`config.mk`:
```
export PLATFORM = sky130hd
export DESIGN_NAME = deco_fetch_arbiter
export DESIGN_NICKNAME = d
export VERILOG_FILES = /design/src/rtl/deco_arb_pkg.sv /design/src/rtl/rr_arb2.sv /design/src/rtl/deco_fetch_arbiter.sv
export SDC_FILE = /design/constraint.sdc
export NUM_CORES = 1
export LEC_CHECK = 0
export BUFFER_PORTS_ARGS = -buffer_cell sky130_fd_sc_hd__buf_2
export CAP_MARGIN = 25
export CORE_MARGIN = 5
export CORE_UTILIZATION = 38
export DETAILED_ROUTE_END_ITERATION = 7
export PLACE_DENSITY = 0.84
export SYNTH_ARGS = -nofsm -noshare
export SYNTH_HDL_FRONTEND = slang
export SYNTH_SLANG_ARGS = --single-unit
```
`constraint.sdc`:
```
create_clock -name clk -period 1.4 [get_ports clk]
set_input_delay 0.21 -clock clk [delete_from_list [all_inputs] [get_ports clk]]
set_output_delay 0.21 -clock clk [all_outputs]
set_load 0.03 [all_outputs]
```
`src/rtl/deco_arb_pkg.sv`:
```
// deco_arb_pkg: shared types, constants and PC legality helper for the fetch arbiter
package deco_arb_pkg;
  localparam int NUM_PORTS = 2;
  typedef logic port_t;
  typedef struct packed {
    logic  valid;
    port_t port;
    logic  err;
  } tag_t;
  // A PC is legal when word aligned and inside the program image.
  function automatic logic pc_legal(input logic [63:0] pc, input int unsigned prog_words);
    return (pc[1:0] == 2'b00) && ((pc >> 2) < 64'(prog_words));
  endfunction
endpackage

```
`src/rtl/rr_arb2.sv`:
```
// rr_arb2: two-input round-robin grant, favouring the port that did not win last
module rr_arb2
  import deco_arb_pkg::*;
(
  input  logic [1:0] req_i,
  input  port_t      last_gnt_i,
  input  logic       halt_i,
  output logic [1:0] gnt_o
);
  // Under contention the port other than last_gnt wins; a lone requester always wins.
  always_comb begin
    gnt_o = halt_i ? 2'b00 : (req_i == 2'b11) ? (last_gnt_i ? 2'b01 : 2'b10) : req_i;
  end
endmodule

```
`src/rtl/deco_fetch_arbiter.sv`:
```
// deco_fetch_arbiter: shares one decompressor between two fetch ports with tagged in-order responses
module deco_fetch_arbiter
  import deco_arb_pkg::*;
#(
  parameter int          ADDR_W     = 32,
  parameter int          INSTR_W    = 32,
  parameter int unsigned PROG_WORDS = 112,
  parameter int          DECO_LAT   = 1
) (
  input  logic                               clk,
  input  logic                               reset,
  input  logic                               halt,
  input  logic [NUM_PORTS-1:0]               req_valid,
  input  logic [NUM_PORTS-1:0][ADDR_W-1:0]   req_pc,
  output logic [NUM_PORTS-1:0]               req_ready,
  output logic [NUM_PORTS-1:0]               resp_valid,
  output logic [NUM_PORTS-1:0][INSTR_W-1:0]  resp_instr,
  output logic [NUM_PORTS-1:0]               resp_err,
  output logic [ADDR_W-1:0]                  deco_pc,
  input  logic [INSTR_W-1:0]                 deco_instr
);
  localparam int STAGES = DECO_LAT + 1;
  logic [NUM_PORTS-1:0] gnt;
  logic acc;
  port_t sel;
  logic legal;
  logic [ADDR_W-1:0] pc_sel;
  tag_t tag_d, tail;
  tag_t tag_q [STAGES];
  port_t last_gnt_q, last_gnt_d;
  logic [ADDR_W-1:0] deco_pc_q, deco_pc_d;
  logic [NUM_PORTS-1:0] resp_valid_q, resp_valid_d, resp_err_q, resp_err_d;
  logic [NUM_PORTS-1:0][INSTR_W-1:0] resp_instr_q, resp_instr_d;
  // Reset is folded into halt so nothing is offered while the block is held in reset.
  rr_arb2 u_arb (
    .req_i      (req_valid),
    .last_gnt_i (last_gnt_q),
    .halt_i     (halt | reset),
    .gnt_o      (gnt)
  );
  assign req_ready  = gnt;
  assign acc        = |gnt;
  assign sel        = gnt[1];
  assign tail       = tag_q[STAGES-1];
  assign deco_pc    = deco_pc_q;
  assign resp_valid = resp_valid_q;
  assign resp_instr = resp_instr_q;
  assign resp_err   = resp_err_q;
  // Accept side: tag the winner, move the RR pointer, load deco_pc only for legal PCs.
  always_comb begin
    pc_sel     = req_pc[sel];
    legal      = pc_legal(64'(pc_sel), PROG_WORDS);
    tag_d      = '{valid: acc, port: sel, err: !legal};
    last_gnt_d = acc ? sel : last_gnt_q;
    deco_pc_d  = (acc && legal) ? pc_sel : deco_pc_q;
  end
  // Response side: steer the tail entry to its port; illegal entries return a zero word.
  always_comb begin
    resp_valid_d = '0;
    resp_err_d   = '0;
    resp_instr_d = '0;
    if (tail.valid) begin
      resp_valid_d[tail.port] = 1'b1;
      resp_err_d[tail.port]   = tail.err;
      resp_instr_d[tail.port] = tail.err ? '0 : deco_instr;
    end
  end
  // State update: stall-free tag shift register plus pointer, PC and response registers.
  always_ff @(posedge clk) begin
    if (reset) begin
      last_gnt_q   <= 1'b1;
      deco_pc_q    <= '0;
      resp_valid_q <= '0;
      resp_err_q   <= '0;
      resp_instr_q <= '0;
      for (int i = 0; i < STAGES; i++) tag_q[i] <= '0;
    end else begin
      last_gnt_q   <= last_gnt_d;
      deco_pc_q    <= deco_pc_d;
      resp_valid_q <= resp_valid_d;
      resp_err_q   <= resp_err_d;
      resp_instr_q <= resp_instr_d;
      tag_q[0]     <= tag_d;
      for (int i = 1; i < STAGES; i++) tag_q[i] <= tag_q[i-1];
    end
  end
endmodule

```
Yosys cells after proc, flatten, opt, wreduce, memory -nomap -nowiden
Memories as Yosys holds them, arrays and structs flattened.
Cells that the tools add are included.
{"block": "word_totals", "regBits": 101, "mem_bits_rw": 6, "in_bits": 101, "out_inout_bits": 102, "word_cells": 40, "n_memories": 1}
{"block": "op_classes", "n_lt_le_gt_ge": 4, "n_eq_ne": 1, "muxes": 15, "bitwise": 6, "reduce_logical": 7}
{"memory": "tag_q", "words": 2, "width": 3, "read_ports": 2, "rd_ports_with_merged_regs": 0, "write_ports": 2, "line_no": "deco_fetch_arbiter.sv:29", "rtl": "tag_t tag_q [STAGES];"}
{"cell": "two-way mux 32 bit", "count": 4}
{"cell": "bitwise AND 64 bit", "count": 1}
{"cell": "demux 32 bit (select 1 bit)", "count": 1}
{"cell": "less-than comparator 30 x 7 -> 1 bit (second input constant)", "count": 1}
{"cell": "two-way mux 2 bit", "count": 3}
{"cell": "two-way mux 3 bit", "count": 2}
{"cell": "less-than comparator 1 x 2 -> 1 bit (second input constant)", "count": 2}
{"cell": "two-way mux 1 bit", "count": 4}
{"cell": "OR reduction 2 bit", "count": 2}
{"cell": "logical AND 1 bit", "count": 3}
{"cell": "OR 1 bit", "count": 3}
{"cell": "bitwise AND 2 bit", "count": 1}
{"cell": "equality test 2 bit (second input constant)", "count": 1}
{"cell": "zero test 2 bit", "count": 1}
{"cell": "demux 1 bit (select 1 bit)", "count": 1}
{"cell": "greater-or-equal comparator 1 bit (second input constant)", "count": 1}
{"cell": "zero test 1 bit", "count": 1}
{"cell": "inverter 1 bit", "count": 1}

Longest topological paths before layout
Gate-level depths: netlist (run 1).
{"block": "logic_depth", "depth_word": 9, "mapped_depth": 7, "ltp_nobuf": 6}

Modules after synthesis
From an unflattened synthesis (run 1), not the netlist that was laid out.
{"block": "hier_totals", "cells_unflattened": 326, "hier_area_um2": 3433.3}
{"module": "deco_fetch_arbiter", "n_inst": 1, "cells_per_inst": 322, "area_each_um2": 3403.3, "seq_area_each_um2": 2142.1}
{"module": "rr_arb2", "n_inst": 1, "cells_per_inst": 4, "area_each_um2": 30.0, "seq_area_each_um2": 0.0}

Worst setup path before layout (run 1)
OpenSTA, ideal clock, no wires.
{"block": "synth_path", "kind": "in2reg", "start": "input reset", "end": "register deco_pc_q[2], in the netlist deco_pc[2]", "setup_time_ns": 0.121, "arrival_time_ns": 1.321, "required_time_ns": 1.279, "path_slack_ns": -0.042, "stages": 5, "path_buffers": 0, "path_cell_list": "nor2_1 -> nand3_2 -> and2_4 -> a21oi_2 -> mux2_2"}
{"block": "synth_between", "word_cells_on_any_way": 9, "classes_between": "1 x order compare; 3 x mux; 1 x bitwise; 4 x reduce/logical"}
{"item": "start: declaration", "line_no": "deco_fetch_arbiter.sv:11", "rtl": "input logic reset,"}
{"item": "OR 1 bit", "line_no": "deco_fetch_arbiter.sv:38", "rtl": ".halt_i (halt | reset),"}
{"item": "two-way mux 2 bit", "line_no": "rr_arb2.sv:12", "rtl": "gnt_o = halt_i ? 2'b00 : (req_i == 2'b11) ? (last_gnt_i ? 2'b01 : 2'b10) : req_i;"}
{"item": "named net req_ready[0]", "line_no": "deco_fetch_arbiter.sv:15", "rtl": "output logic [NUM_PORTS-1:0] req_ready,"}
{"item": "OR reduction 2 bit", "line_no": "deco_fetch_arbiter.sv:42", "rtl": "assign acc = |gnt;"}
{"item": "logical AND 1 bit", "line_no": "deco_fetch_arbiter.sv:55", "rtl": "deco_pc_d = (acc && legal) ? pc_sel : deco_pc_q;"}
{"item": "end signal: assignment", "line_no": "deco_fetch_arbiter.sv:79", "rtl": "deco_pc_q <= deco_pc_d;"}
{"item": "end: declaration", "line_no": "deco_fetch_arbiter.sv:31", "rtl": "logic [ADDR_W-1:0] deco_pc_q, deco_pc_d;"}
The timed path passes the listed nets, and every way through them passes these cells. The select of a mux whose other input is x is not followed.
A chain may end at the register's enable or synchronous reset.

Worst setup path after layout (run 1)
{"block": "layout_path", "start": "register last_gnt_q", "end": "register deco_pc_q[5], in the netlist deco_pc[5]"}
{"block": "layout_between", "elab_chain_len": 8, "word_cells_on_any_way": 10, "classes_between": "1 x order compare; 5 x mux; 4 x reduce/logical"}
{"item": "start: declaration", "line_no": "deco_fetch_arbiter.sv:30", "rtl": "port_t last_gnt_q, last_gnt_d;"}
{"item": "start signal: assignment", "line_no": "deco_fetch_arbiter.sv:78", "rtl": "last_gnt_q <= last_gnt_d;"}
{"item": "two-way mux 2 bit * (3 in series)", "line_no": "rr_arb2.sv:12"}
{"item": "two-way mux 32 bit (not written as such) (2 in series)", "line_no": "deco_fetch_arbiter.sv:51", "rtl": "pc_sel = req_pc[sel];"}
{"item": "less-than comparator 30 x 7 -> 1 bit / zero test 2 bit (equally long branches)", "line_no": "deco_arb_pkg.sv:12", "rtl": "return (pc[1:0] == 2'b00) && ((pc >> 2) < 64'(prog_words));"}
{"item": "logical AND 1 bit", "line_no": "deco_arb_pkg.sv:12"}
{"item": "logical AND 1 bit", "line_no": "deco_fetch_arbiter.sv:55"}
Every way passes the cells marked *; elsewhere a longest branch is shown, timed or not. The select of a mux whose other input is x is not followed.

==> results of run 1 <==
-- cell type report --
cell class                 instances  area, um^2  area share (%)
clock inverter                     7        91.3            1.91
clock buffer                       9         124            2.59
tap                              105         131            2.75
inverter                           6        35.0           0.733
multi-input combinational        198        1010            21.1
timing repair buffer             225        1250            26.1
sequential                       107        2140            44.8
-- report_power, final --
part	switching, uW	internal, uW	total, uW
logic	200	190	390
registers	6.38	3060	3070
clock network	1080	871	1950
-- registers in the layout (all words and copies together), names as in the netlist --
name        flops
resp_valid      2
deco_pc        32
resp_instr     64
tag_q           6
resp_err        2
last_gnt_q      1
-- critical path, stage by stage, from the launching register on --
cell	delay [ns]
dfxtp_2	0.35
nand2_2	0.05
nand3_2	0.07
buf_6	0.12
nor4_4	0.04
buf_4	0.14
a21oi_4	0.24
mux2_2	0.37
-- cell families (layout without fill, tap and decap cells) --
| kind of cell | after synthesis | after routing | share of synthesized area [%] |
|---|---|---|---|
| flops | 107 | 107 | 66.3 |
| simple gates | 178 | 178 | 25.9 |
| mux | 7 | 7 | 2.44 |
| buf+inv | 22 | 247 | 2.79 |
| compound gates | 13 | 13 | 2.56 |
-- layer usage --
layer | track usage (%) | part of all wire, % | vias up
met5 | 0 | 0 | -
met4 | 6.26 | 1.7 | 0
met3 | 4.37 | 10 | 14
met2 | 27.6 | 48 | 129
met1 | 19.9 | 40 | 1322
li1 | - | - | 1467
-- synth_stat cells --
master	count
nor4_4	1
a211oi_2	1
a21oi_2	1
nor2b_1	10
nand2_1	51
nand3_1	2
nor3_2	1
clkbuf_1	12
and2_1	25
or3b_2	1
and2_4	1
nand3b_1	1
nor3_1	2
nor4_1	10
inv_1	4
nand4_1	2
clkinv_1	2
dfxtp_1	107
mux2_2	7
nand3_2	1
o21a_1	1
a21oi_1	8
buf_4	1
buf_2	1
nor2_1	69
a31oi_1	1
a211oi_1	1
clkbuf_2	2
or2_2	1
-- through the flow --
stage               TNS (ns)  hold slack [ns]  total power [uW]  instances
finish                 -1.33           0.0811              5410        657
detailed placement     -9.11            0.427              3500        634
floorplan             -0.597            0.343              3290        327
CTS                    -2.21           0.0592              5460        655
global route           -4.42           0.0584              5650        657
global placement      -15.10            0.421              3490        633
-- final timing paths --
kind | startpoint | end
max | last_gnt_q | deco_pc[5]
min | deco_instr[7] | resp_instr[39]
max reg2reg | last_gnt_q | deco_pc[5]
min reg2reg | tag_q[0][1] | tag_q[0][4]
-- what timing repair did --
item                       in CTS  in global routing
setup endpoints to repair      33                 33
resized for setup              16                  0
pin swaps                       2                  0
gates cloned                    0                  0
buffers inserted                5                  2
==> summary.txt, run 1 <==
Run status
  – Status: finished, violations left
  – Failing checks: setup timing

Logic synthesis
  – Ranking of synthesized cells by area: dfxtp_1 (66%), nor2_1 (8.0%), nand2_1 (5.9%)
  – Cell Area, Synth: ~3200 um^2
  – Ys Warns: 0
  – Synth Instances: between 300 and 400
  – Syn_area_per_cell: roughly 9.9 um^2
  – Synth area leader: dfxtp_1
  – Sequential fraction of the synthesis area: between 60% and 70%
  – Syn_nets: approximately 430
  – Unique masters post-synth: 29
  – Area share of the largest cell type after synthesis: between 60 and 70%
  – FF+latch count, synth: around 110

Place
  – Setup WS pre-CTS: -0.315 ns
  – Buffers on Ports: between 200 and 250
  – GPL Wtd Cong: 0.877
  – DP Wirelength: approximately 6.9 mm
  – Area after DPL: 4460 um^2

Timing
  – PnR worst setup slack: -0.0893 ns
  – Clock period minus worst slack: 1.49 ns
  – Setup-failing EPs final: 33
  – Final Skew: approximately 0.01 ns
  – Max-slew headroom: 76.5%
  – Worst slew pin tran: roughly 0.35 ns
  – Max-slew violations: 0
  – RSZ-0062 raised after global routing: true
  – Fmax: ~670 MHz
  – Crit share post-route: 106%
  – Final Hold Violating Endpoints: 0

Setup path
  – Crit path capture type: register
  – Crit path max fanout: 7
  – Worst R2R Path Depth: 7
  – Startpoint Class: register
  – Crit path kind: reg -> reg
  – Crit path DAT: about 1.7 ns
  – Worst Path Required: 1.65 ns
  – Worst reg2reg setup slack: -0.09 ns

Detailed routing
  – Via Count: around 3,000
  – DRT iter0 DRCs: 56
  – DRT Pass-1 Iters: 4
  – Via density: 4.46
  – Final WL: about 8.9 mm
  – Drt drc: 0
  – Routed WL per cell: approximately 14 um
  – Number of nets still failing antenna checks after routing: 0

Cells and area
  – FILL cells: 728
  – Commonest non-fill, non-tap cells in the layout: buf_2 (200), dfxtp_1 (106), nor2_1 (69), nand2_1 (50), and2_1 (25)
  – Final-stage net count: roughly 650
  – ANT cells: 0
  – Finished Cell Area: approximately 4800 um^2
  – Most common cell after layout, fill and taps aside: buf_2
  – Area grow syn2layout: 48.0%
  – Layout cell share with drive strength beyond 1: between 40% and 50%
  – Util after Layout: between 50% and 60%

Die
  – DIE HEIGHT: around 100 um
  – I/O pins: around 200
  – Initial Utilization: about two fifths
  – Die footprint: 10,400 um^2
  – Rows: 33
  – Core Region: 8260 um^2
  – Chip Width: a little over 100 um

Min path
  – Worst Hold Class: in -> reg
  – Cell count of the worst hold path: 3

Clocking
  – CTS Hold Bufs: 0
  – CTS tree: built
  – CTS sink count: between 100 and 150
  – Number of buffers created by CTS: 9
  – CTS H-tree depth: 3
  – Reg clk slew, reported paths: 0.11 ns
  – Clk buf depth: 2
  – Root Buffer: clkbuf_8
  – Clock latency on the worst-skew pair: about 0.36 ns

Global routing
  – Gr ovfl total: 0
  – Largest net degree at the start of global routing: 35
  – Gr usage total: around 16%
  – Initial antenna violation count: 0
  – First-pass GRT wire length: about 14 mm
  – Vias in the first global route: approximately 2,900

Pwr
  – PwrDens: 1130 nW/um^2
  – VDD IR-drop max: between 0.0006 and 0.0007 V
  – Pleak: around 0.0025 uW

Run
  – Max capacitance violation total: 0
Note: power is estimated with default switching activity, not from simulation.
==> inputs of run 2 (changes only) <==
Settings changed: SKIP_CTS_REPAIR_TIMING from default to 1.
==> run 2 against run 1 <==
Compared with the run above:
- the flow still finishes with violations (setup timing)
- first-iteration DRC count grew 8.9%
- combinational power down 3%
- fmax decreased by 2.9%
- flip-flop and latch count unchanged
- core utilization decreased by 0.18 points
- sequential power about the same
- clock power hardly changed
- clock skew shrank 0.0010 ns
- cell count shrank 0.30%
- critical path depth unchanged
- clock-buffer cell count did not move
- largest cell class unchanged
- highest routed layer unchanged
==> summary.txt, run 2 (synthesized netlist as in run 1, its figures left out) <==
Timing
  – Setup-failing EPs final: 9 (-73%)
  – Final Hold Violating Endpoints: 0 (unchanged)
  – Max-slew violations: 0 (unchanged)
  – Fmax: 652 MHz (-2.9%)
  – PnR worst setup slack: -0.134 ns (-0.0443 ns)
  – Worst slew pin tran: 0.350 ns (-0.00212 ns)
  – RSZ-0062 raised after global routing: true
  – Max-slew headroom: 76.6% (+0.14 points)
  – Crit share post-route: 110% (+3.2 points)
  – Clock period minus worst slack: 1.53 ns (+0.0443 ns)
  – Final Skew: 0.00900 ns (-0.00103 ns)

Cells and area
  – Util after Layout: 57.7% (-0.18 points)
  – Register area: 2140 um^2 (unchanged)
  – Commonest non-fill, non-tap cells in the layout: buf_2 (200), dfxtp_1 (106), nor2_1 (69), nand2_1 (50), and2_1 (24)
  – Multi-input gate area: 1030 um^2 (+1.7%)
  – Most common cell after layout, fill and taps aside: buf_2
  – Area grow syn2layout: 47.6%
  – Layout cell share with drive strength beyond 1: 46.9% (about the same)
  – ANT cells: 0 (unchanged)
  – FILL cells: 738 (+1.4%)
  – Number of flip-flops in the largest register: 64 (unchanged)
  – Final-stage net count: 646 (-0.31%)

Setup path
  – Crit path kind: reg -> reg
  – Buffers & Inverters on Critical Path: 2 (unchanged)
  – Crit path DAT: 1.78 ns (+0.04 ns)
  – Crit path max fanout: 7 (unchanged)
  – RR Endpoint: deco_pc[3]
  – Worst R2R Path Depth: 7 (unchanged)
  – Worst r2r src: last_gnt_q
  – Crit-path cells: nand2_2 > nand3_2 > buf_6 > nor4_4 > buf_4 > a21oi_4 > mux2_2
  – Startpoint Class: register
  – Critical Path Stages: 7 (unchanged)
  – Worst Path Required: 1.64 ns (about the same)
  – Highest-delay cell along the critical path: mux2_2
  – Worst reg2reg setup slack: -0.13 ns (-0.04 ns)
  – Crit path capture type: register
  – CP top delay family: multiplexers
  – Worst path max stage delay: 0.37 ns (about the same)

Clocking
  – CTS sink count: 107 (unchanged)
  – Number of buffers created by CTS: 9 (unchanged)
  – Reg clk slew, reported paths: 0.11 ns (about the same)
  – Clock latency on the worst-skew pair: 0.36 ns (about the same)
  – CTS tree: built
  – Root Buffer: clkbuf_8
  – Clk buf depth: 2 (unchanged)
  – CTS H-tree depth: 3 (unchanged)

Detailed routing
  – Via Count: 2,934 (+0.068%)
  – DRT Pass-1 Iters: 4 (unchanged)
  – DRT iter0 DRCs: 61 (+8.9%)
  – Final WL: 8.87 mm (-0.15%)
  – Number of nets still failing antenna checks after routing: 0 (unchanged)
  – Via density: 4.48 (+0.37%)
  – Routed WL per cell: 13.5 um (+0.16%)
  – Drt drc: 0 (unchanged)

Run status
  – Failing checks: setup timing
  – Status: finished, violations left

Pwr
  – PwrDens: 1130 nW/um^2 (about the same)
  – VDD IR-drop max: 0.000638 V (-0.64%)
  – Pleak: 0.00254 uW (-0.28%)

Place
  – DP Wirelength: 6.85 mm (unchanged)
  – GPL Wtd Cong: 0.877 (unchanged)
  – Buffers on Ports: 202 (unchanged)
  – Setup WS pre-CTS: -0.315 ns (unchanged)

Die
  – I/O pins: 203 (unchanged)
  – Core Region: 8260 um^2 (unchanged)
  – Initial Utilization: 39.1% (unchanged)
  – Die footprint: 10,400 um^2 (unchanged)
  – Chip Width: 102 um (unchanged)
  – Rows: 33 (unchanged)
  – DIE HEIGHT: 102 um (unchanged)

Global routing
  – First-pass GRT wire length: 13.4 mm (-1.3%)
  – Initial antenna violation count: 0 (unchanged)
  – Gr usage total: 16.0% (-0.29 points)
  – Vias in the first global route: 2,887 (-1.2%)
  – Largest net degree at the start of global routing: 35 (unchanged)
  – Gr ovfl total: 0 (unchanged)

Min path
  – Hold Startpoint: deco_instr[7]
  – Worst Hold Endpoint: resp_instr[39]
  – Cell count of the worst hold path: 3 (unchanged)
  – Worst Hold Class: in -> reg

Run
  – Max capacitance violation total: 0 (unchanged)
==> run 2: worst max path at each step <==
stage,end,startpoint
3_5_place_dp,deco_pc[5],reset
2_1_floorplan,deco_pc[11],req_pc[45]
6_report,deco_pc[3],last_gnt_q
4_1_cts,req_ready[1],last_gnt_q
3_3_place_gp,deco_pc[22],reset
5_1_grt,req_ready[1],last_gnt_q
==> run 2: metrics by stage <==
step / cells / setup TNS, ns / hold slack (ns) / power (uW) / instance area (um^2)
2_1_floorplan: 327 / -0.597 / 0.343 / 3290 / 3240
3_3_place_gp: 633 / -15.10 / 0.421 / 3490 / 4450
3_5_place_dp: 634 / -9.11 / 0.427 / 3500 / 4460
4_1_cts: 650 / -5.87 / 0.0592 / 5440 / 4670
5_1_grt: 655 / -2.91 / 0.0584 / 5640 / 4770
6_report: 655 / -0.920 / 0.0828 / 5400 / 4770
==> run 2: routing by layer <==
layer	part of all wire [%]	GRT usage, %	wire length, um	vias to the layer above
met5	0	0	0	-
met4	1.4	5.85	127	0
met3	9.8	4.30	867	12
met2	48	27.1	4290	122
met1	40	19.7	3590	1338
li1	-	-	-	1462
==> run 2: report_power, final <==
group	leakage (uW)	switching [uW]	total (uW)	internal [uW]
Sequential	0.000863	6.73	3070	3060
Combinational	0.00157	197	380	184
Clock	0.000105	1080	1950	871
==> run 2: worst min-delay path, delay by kind of cell <==
kind / cells / cell delay (ns)
AND/OR/NAND/NOR: 2 / 0.12
buffers and inverters: 1 / 0.07
==> run 2: area by class of cell <==
class / instances / share of cell area (%)
timing repair buffer: 223 / 25.7
sequential: 107 / 45.0
tap: 105 / 2.76
clock inverter: 7 / 1.92
multi-input combinational: 198 / 21.5
clock buffer: 9 / 2.60
inverter: 6 / 0.551
